**src/rtl/imm_ext_pipe_pkg.sv**
```systemverilog
// Shared definitions for the immediate-extension pipeline: mode codes and
// the width of the completed-transfer counter.
package imm_ext_pipe_pkg;

  typedef enum logic [1:0] {
    MODE_ZERO   = 2'b00,
    MODE_SIGN   = 2'b01,
    MODE_UPPER  = 2'b10,
    MODE_BRANCH = 2'b11
  } imm_mode_e;

  localparam int XFER_CNT_W = 16;

endpackage : imm_ext_pipe_pkg

```
**src/rtl/imm_ext_core.sv**
```systemverilog
// Purely combinational immediate extender: zero, sign, upper-load, or
// branch offset (sign-extend then shift left 2, truncated to OUT_W bits).
module imm_ext_core
  import imm_ext_pipe_pkg::*;
#(
  parameter int IN_W  = 16,
  parameter int OUT_W = 32
) (
  input  logic [IN_W-1:0]  imm_in,
  input  logic [1:0]       mode,
  output logic [OUT_W-1:0] imm_ext
);

  logic [OUT_W-1:0] sext;

  assign sext = {{(OUT_W-IN_W){imm_in[IN_W-1]}}, imm_in};

  // Select the extension selected by the mode code; every code is defined.
  always_comb begin
    imm_ext = '0;
    case (imm_mode_e'(mode))
      MODE_ZERO:   imm_ext = {{(OUT_W-IN_W){1'b0}}, imm_in};
      MODE_SIGN:   imm_ext = sext;
      MODE_UPPER:  imm_ext = {imm_in, {(OUT_W-IN_W){1'b0}}};
      MODE_BRANCH: imm_ext = {sext[OUT_W-3:0], 2'b00};
      default:     imm_ext = '0;
    endcase
  end

endmodule : imm_ext_core

```
**src/rtl/imm_ext_pipe.sv**
```systemverilog
// Pipelined immediate-extension unit with valid/ready on both sides.
// Extension happens ahead of stage 0; later stages only move data. A stage
// advances when it is empty or when the stage after it advances, so the
// pipe fills under backpressure and never inserts bubbles while flowing.
module imm_ext_pipe
  import imm_ext_pipe_pkg::*;
#(
  parameter int IN_W   = 16,
  parameter int OUT_W  = 32,
  parameter int STAGES = 1
) (
  input  logic                  clk,
  input  logic                  rst,
  input  logic                  in_valid,
  output logic                  in_ready,
  input  logic [IN_W-1:0]       imm_in,
  input  logic [1:0]            mode,
  output logic                  out_valid,
  input  logic                  out_ready,
  output logic [OUT_W-1:0]      imm_out,
  output logic [1:0]            out_mode,
  output logic [XFER_CNT_W-1:0] xfer_cnt
);

  logic [OUT_W-1:0]  ext_data;
  logic [STAGES-1:0] vld;
  logic [STAGES-1:0] adv;
  logic [OUT_W-1:0]  data [STAGES];
  logic [1:0]        md   [STAGES];

  imm_ext_core #(
    .IN_W  (IN_W),
    .OUT_W (OUT_W)
  ) u_core (
    .imm_in  (imm_in),
    .mode    (mode),
    .imm_ext (ext_data)
  );

  // Advance chain, resolved from the output end back toward stage 0.
  always_comb begin
    adv = '0;
    adv[STAGES-1] = ~vld[STAGES-1] | out_ready;
    for (int k = STAGES - 2; k >= 0; k--) begin
      adv[k] = ~vld[k] | adv[k+1];
    end
  end

  generate
    for (genvar k = 0; k < STAGES; k++) begin : g_stage
      logic             src_v;
      logic [OUT_W-1:0] src_d;
      logic [1:0]       src_m;
      logic             v_q;
      logic [OUT_W-1:0] d_q;
      logic [1:0]       m_q;

      if (k == 0) begin : g_head
        assign src_v = in_valid;
        assign src_d = ext_data;
        assign src_m = mode;
      end else begin : g_body
        assign src_v = vld[k-1];
        assign src_d = data[k-1];
        assign src_m = md[k-1];
      end

      // Stage register: take the upstream item on advance; payload only
      // loads with a valid item so an emptied stage keeps its last value.
      always_ff @(posedge clk) begin
        if (rst) begin
          v_q <= 1'b0;
          d_q <= '0;
          m_q <= '0;
        end else if (adv[k]) begin
          v_q <= src_v;
          if (src_v) begin
            d_q <= src_d;
            m_q <= src_m;
          end
        end
      end

      assign vld[k]  = v_q;
      assign data[k] = d_q;
      assign md[k]   = m_q;
    end
  endgenerate

  assign in_ready  = adv[0];
  assign out_valid = vld[STAGES-1];
  assign imm_out   = data[STAGES-1];
  assign out_mode  = md[STAGES-1];

  // Completed output transfers, wrapping at the counter width.
  always_ff @(posedge clk) begin
    if (rst) begin
      xfer_cnt <= '0;
    end else if (out_valid && out_ready) begin
      xfer_cnt <= xfer_cnt + 1'b1;
    end
  end

endmodule : imm_ext_pipe

```
**config.mk**
```make
export PLATFORM = sky130hd
export DESIGN_NAME = imm_ext_pipe
export DESIGN_NICKNAME = d
export VERILOG_FILES = /design/src/rtl/imm_ext_pipe_pkg.sv /design/src/rtl/imm_ext_core.sv /design/src/rtl/imm_ext_pipe.sv
export SDC_FILE = /design/constraint.sdc
export NUM_CORES = 1
export LEC_CHECK = 0
export ABC_AREA = 1
export BUFFER_PORTS_ARGS = -buffer_cell sky130_fd_sc_hd__buf_4
export CAP_MARGIN = 10
export CORE_ASPECT_RATIO = 1.4
export CORE_MARGIN = 3
export CORE_UTILIZATION = 53
export CTS_BUF_LIST = sky130_fd_sc_hd__clkbuf_16
export DETAILED_ROUTE_END_ITERATION = 12
export PLACE_DENSITY = 0.83
export SETUP_SLACK_MARGIN = 0.15
export SLEW_MARGIN = 25
export SYNTH_ARGS = -nofsm -noshare
export SYNTH_HDL_FRONTEND = slang
export SYNTH_SLANG_ARGS = --single-unit
```
**constraint.sdc**
```tcl
create_clock -name clk -period 3.28 [get_ports clk]
set_clock_uncertainty 0.1 [all_clocks]
set_input_delay 0 -clock clk [delete_from_list [all_inputs] [get_ports clk]]
set_output_delay 0 -clock clk [all_outputs]
set_load 0.03 [all_outputs]
```
[Yosys cells after proc, flatten, opt, wreduce, memory -nomap -nowiden]
Index checks and enable logic that the tools add are counted.
Word-level totals
  register bits after elaboration: 51
  latch bits: 0
  memory bits (writable): 0
  bits in read-only memories: 0
  bits of input ports: 22
  memories kept: 0
Operators by class
  add/sub/neg operators: 1
  $mul: 0
  divide/modulo/power cells: 0
  $lt $le $gt $ge: 0
  equality and inequality tests: 3
  shift operators: 0
  mux-type cells: 1
  bitwise operators: 2
  reduce and logical (&&, ||, !) cells: 3
Operators by type and width (number)
  $pmux 32 s4: 1
  $add 16x1->16 const B: 1
  $eq 2x2->1 const B: 2
  $eq 2x1->1 const B: 1
  $logic_not 2->1: 1
  $reduce_and 2->1: 1
  $logic_and 1x1->1: 1
  $not 1->1: 1
  $or 1x1->1: 1

[Logic depth before layout (Yosys ltp)]
  depth after elaboration: 3
  mapped depth: 8
  mapped depth without buffers: 8

[By module]
A second synthesis with hierarchy kept.
Second synthesis, totals
  cells, all modules: 350
  area total of the unflattened synthesis: 2429.8 µm²
Modules (own cells, without submodules)
  imm_ext_pipe: instances 1, cells each 275, area an instance 1995.7 µm², seq. area each 1021.0 µm²
  imm_ext_core: instances 1, cells each 75, area an instance 434.2 µm², seq. area each 0.0 µm²

[Worst setup path after synthesis]
Ideal clock, no wire load.
  kind: register to register
  start: register xfer_cnt[1]
  end: register xfer_cnt[12]
  setup time: 0.113 ns
  arrival time: 1.377 ns
  path slack: 1.690 ns
  stages on the path, launching flop included: 7
  path buffers: 0
  clock period less this slack: 1.590 ns
  cell sequence: dfxtp_1 > ha_1 > nand3_1 > nor3_4 > nand3_1 > nor2_1 > nor2_1
On the way
  cells in the longest elaborated chain, start to end: 1
RTL lines
  start, declared: RTL line imm_ext_pipe.sv:22  | output logic [XFER_CNT_W-1:0] xfer_cnt
  start signal, assigned: RTL line imm_ext_pipe.sv:100  | xfer_cnt <= xfer_cnt + 1'b1;
  $add 16x1->16: RTL line imm_ext_pipe.sv:100
Every way passes these cells.
A chain may end at the register's enable or synchronous reset.

[Final worst setup path]
  start: input mode[0]
  end: register g_stage[0].d_q[16], in the netlist imm_out[16]
On the way
  cells in the longest elaborated chain, start to end: 2
  elaborated cells between the ends (all ways): 5
  those cells by class: eq/ne (3); mux (1); reduce/logical (1)
RTL lines
  start, declared: RTL line imm_ext_pipe.sv:17  | input logic [1:0] mode,
  $eq 2x2->1 (tied with other cells): RTL line imm_ext_core.sv:21  | case (imm_mode_e'(mode))
  $pmux 32 s4 (*): RTL line imm_ext_core.sv:21
  end signal, assigned: RTL line imm_ext_pipe.sv:78  | d_q <= src_d;
  end, declared: RTL line imm_ext_pipe.sv:55  | logic [OUT_W-1:0] d_q;
Every way passes the cells marked *; elsewhere a longest branch is shown, timed or not.

==> impl_metrics.env <==
export IMPL_path_clk_slew_ns=0.07
export IMPL_p_int_mw=1.04
export IMPL_drtPass1Iterations=4
export IMPL_viasPerCell=5.71
export IMPL_relSlewSlack=0.579
export IMPL_timing_setup_tns_ns=0
export IMPL_hold_viol=0
export IMPL_die_area_um2=4980
export IMPL_avgRoutedWirePerCell_um=14.5
export IMPL_drc=0
export IMPL_setup_worst_path_class="in2reg"
export IMPL_ys_seq_area_frac=0.463
export IMPL_post_route_min_period_ns=2.10
export IMPL_clkPwrFrac=0.353
export IMPL_r2r_end="imm_out[16]$_SDFFE_PP0P_"
export IMPL_drtIter0Drc=165
export IMPL_rr_worst_depth=6
export IMPL_layout_nets=405
export IMPL_rrSetupSlack_ns=1.36
export IMPL_fin_util=0.772
export IMPL_core_um2=3990
export IMPL_place_area_um2=2700
export IMPL_root_buffer="clkbuf_16"
export IMPL_worst_pin_slew_ns=0.631
export IMPL_multi_input_area_um2=992
export IMPL_hp_start="in_valid"
export IMPL_min_path_type="in2reg"
export IMPL_avgSynthCellArea_um2=7.48
export IMPL_ir_drop_uv=354
export IMPL_syn_inst=295
export IMPL_cts_path_max_buffers=2
export IMPL_grt_first_pass_wirelength_um=10100
export IMPL_antenna_found_initial=0
export IMPL_seq_area_um2=1020
export IMPL_io_pins=74
export IMPL_vias=2433
export IMPL_holdPathStages=4
export IMPL_fin_area_um2=3080
export IMPL_gp_congestion=0.899
export IMPL_p_switching_mw=0.415
export IMPL_cts_sinks=51
export IMPL_synth_seq_cells=51
export IMPL_insertedDiodeCount=0
export IMPL_r2r_start="out_valid$_SDFFE_PP0P_"
export IMPL_start_util=0.553
export IMPL_dpl_hpwl_um=4000
export IMPL_slew_viol_final=0
export IMPL_portBuffers=73
export IMPL_grt_pass1_vias=2272
export IMPL_drt_wl_total_um=6170
export IMPL_critPathLaunchType="input pin"
export IMPL_end_kind="flip-flop"
export IMPL_power_frac_comb=0.184
export IMPL_synth_cell_type_count=30
export IMPL_status="completed"
export IMPL_max_freq_ghz=0.476
export IMPL_synthTopCellsByArea="dfxtp_1 (46%), nand2_1 (10%), o21ai_0 (7.7%), a21oi_1 (6.4%), nand3_1 (5.4%)"
export IMPL_area_growth_synth_to_final_pct=39.5
export IMPL_grt_setup_unrepaired="false"
export IMPL_synth_top_area_frac=0.463
export IMPL_critPathMaxFanout=19
export IMPL_antenna_left=0
export IMPL_htreeDepth=2
export IMPL_synth_area_leader_cell="dfxtp_1"
export IMPL_die_x_um=60.5
export IMPL_power_density_nw_per_um2=472
export IMPL_cts_buffers=5
export IMPL_fp_dieH_um=82.3
export IMPL_report_final_setup_viol=0
export IMPL_power_mw=1.45
export IMPL_clk_latency_ns=0.29
export IMPL_worstPathArrival_ns=2.24
export IMPL_drive_gt1_frac=0.243
export IMPL_fin_crit_sh=0.641
export IMPL_max_cap_violations=0
export IMPL_syn_nets=318
export IMPL_synth_warnings=0
export IMPL_switching_share=0.285
export IMPL_synth_area_um2=2210
export IMPL_grt_overflow=0
export IMPL_hold_path_end="imm_out[15]$_SDFFE_PP0P_"
export IMPL_grt_usage=0.262
export IMPL_total_leakage_power_nw=1.40
export IMPL_rows=27
export IMPL_grt_max_degree=47
export IMPL_worstPathRequired_ns=3.42
export IMPL_power_frac_seq=0.464
export IMPL_cts_tree="done"
export IMPL_n_fill_cell=286
-- worst max-delay path by stage --
| stage | startpoint | end | slack [ns] | cells past startpoint |
|---|---|---|---|---|
| global route | mode[0] | imm_out[16]$_SDFFE_PP0P_ | 1.03 | 10 |
| CTS | mode[0] | imm_out[16]$_SDFFE_PP0P_ | 1.25 | 10 |
| floorplan | xfer_cnt[1]$_SDFFE_PP0P_ | xfer_cnt[12]$_SDFFE_PP0P_ | 1.69 | 6 |
| detailed placement | rst | imm_out[5]$_SDFFE_PP0P_ | 1.68 | 4 |
| finish | mode[0] | imm_out[16]$_SDFFE_PP0P_ | 1.18 | 10 |
| global placement | rst | imm_out[10]$_SDFFE_PP0P_ | 1.77 | 4 |
-- metrics by stage --
step	hold WS [ns]	setup slack, ns	cells
2_1_floorplan	0.0411	1.69	295
3_3_place_gp	0.140	1.77	395
3_5_place_dp	0.144	1.68	395
4_1_cts	0.0492	1.25	426
5_1_grt	0.0979	1.03	426
6_report	0.0569	1.18	426
-- power groups by stage --
stage / logic, mW / clock network, mW / registers, mW
2_1_floorplan: 0.0865 / 0 / 0.750
3_3_place_gp: 0.238 / 0 / 0.685
3_5_place_dp: 0.242 / 0 / 0.686
4_1_cts: 0.264 / 0.515 / 0.673
5_1_grt: 0.288 / 0.542 / 0.677
6_report: 0.267 / 0.513 / 0.674
-- registers in the layout (all words and copies together) (netlist names) --
register and cells:
imm_out 32, out_mode 2, out_valid 1, xfer_cnt 16
-- worst max-delay path, stage by stage --
cell	delay, ns
dlygate4sd3_1	0.55
buf_4	0.21
inv_1	0.09
nand2_1	0.05
inv_1	0.34
nand2_1	0.12
nand2_1	0.08
o21ai_0	0.09
a21oi_1	0.16
dlygate4sd3_1	0.55
-- cell usage after synthesis --
master    instances
a211oi_1          1
a21oi_1          28
a21oi_2           1
a22oi_1           2
a31oi_1          13
and3_1            2
buf_2             6
buf_4             5
buf_6             1
clkbuf_1          3
clkbuf_8          1
dfxtp_1          51
ha_1              1
inv_1            19
inv_2             3
inv_4             1
nand2_1          60
nand2_2           3
nand2_4           1
nand3_1          24
nand4_1           2
nor2_1           23
nor2_2            1
nor3_1            4
nor3_4            1
o211ai_1          1
o21a_1            1
o21ai_0          34
o21ai_1           1
o21bai_1          1
-- layout by cell type (no fill, tap or decap), types with 2 or more instances in the layout --
master          n
buf_4          73
nand2_1        60
dfxtp_1        51
o21ai_0        34
a21oi_1        28
nand3_1        24
nor2_1         23
dlygate4sd3_1  23
inv_1          18
a31oi_1        13
clkbuf_16       5
inv_2           4
nor3_1          4
nand2_2         3
a22oi_1         2
nand4_1         2
and3_1          2
clkinv_2        2
-- cell type report --
class / instances / area share
clock buffers: 5 / 0.0407
clock inverters: 3 / 0.00610
inverters: 23 / 0.0289
multi-input cells: 205 / 0.322
flip-flops and latches: 51 / 0.332
well taps: 43 / 0.0175
repair buffers: 96 / 0.253
-- layer usage --
metal	GRT usage	part of all wire
met4	0.111	0.031
met3	0.0560	0.067
met5	0	0
met2	0.456	0.51
met1	0.305	0.39
-- timing repair --
item | in CTS | in global routing
hold endpoints to repair | 37 | 0
resized for setup | 0 | 0
buffers inserted | 0 | 0
hold buffers | 23 | 0
-- kinds of logic (layout without fill, tap and decap cells) --
group,Yosys count,in the layout,synth area share
compound gates,83,83,0.204
simple gates,121,121,0.240
fa+ha+maj,1,1,0.00567
flops,51,51,0.463
buf+inv,39,127,0.0874
No activity file was read; power rests on OpenSTA's default activity.
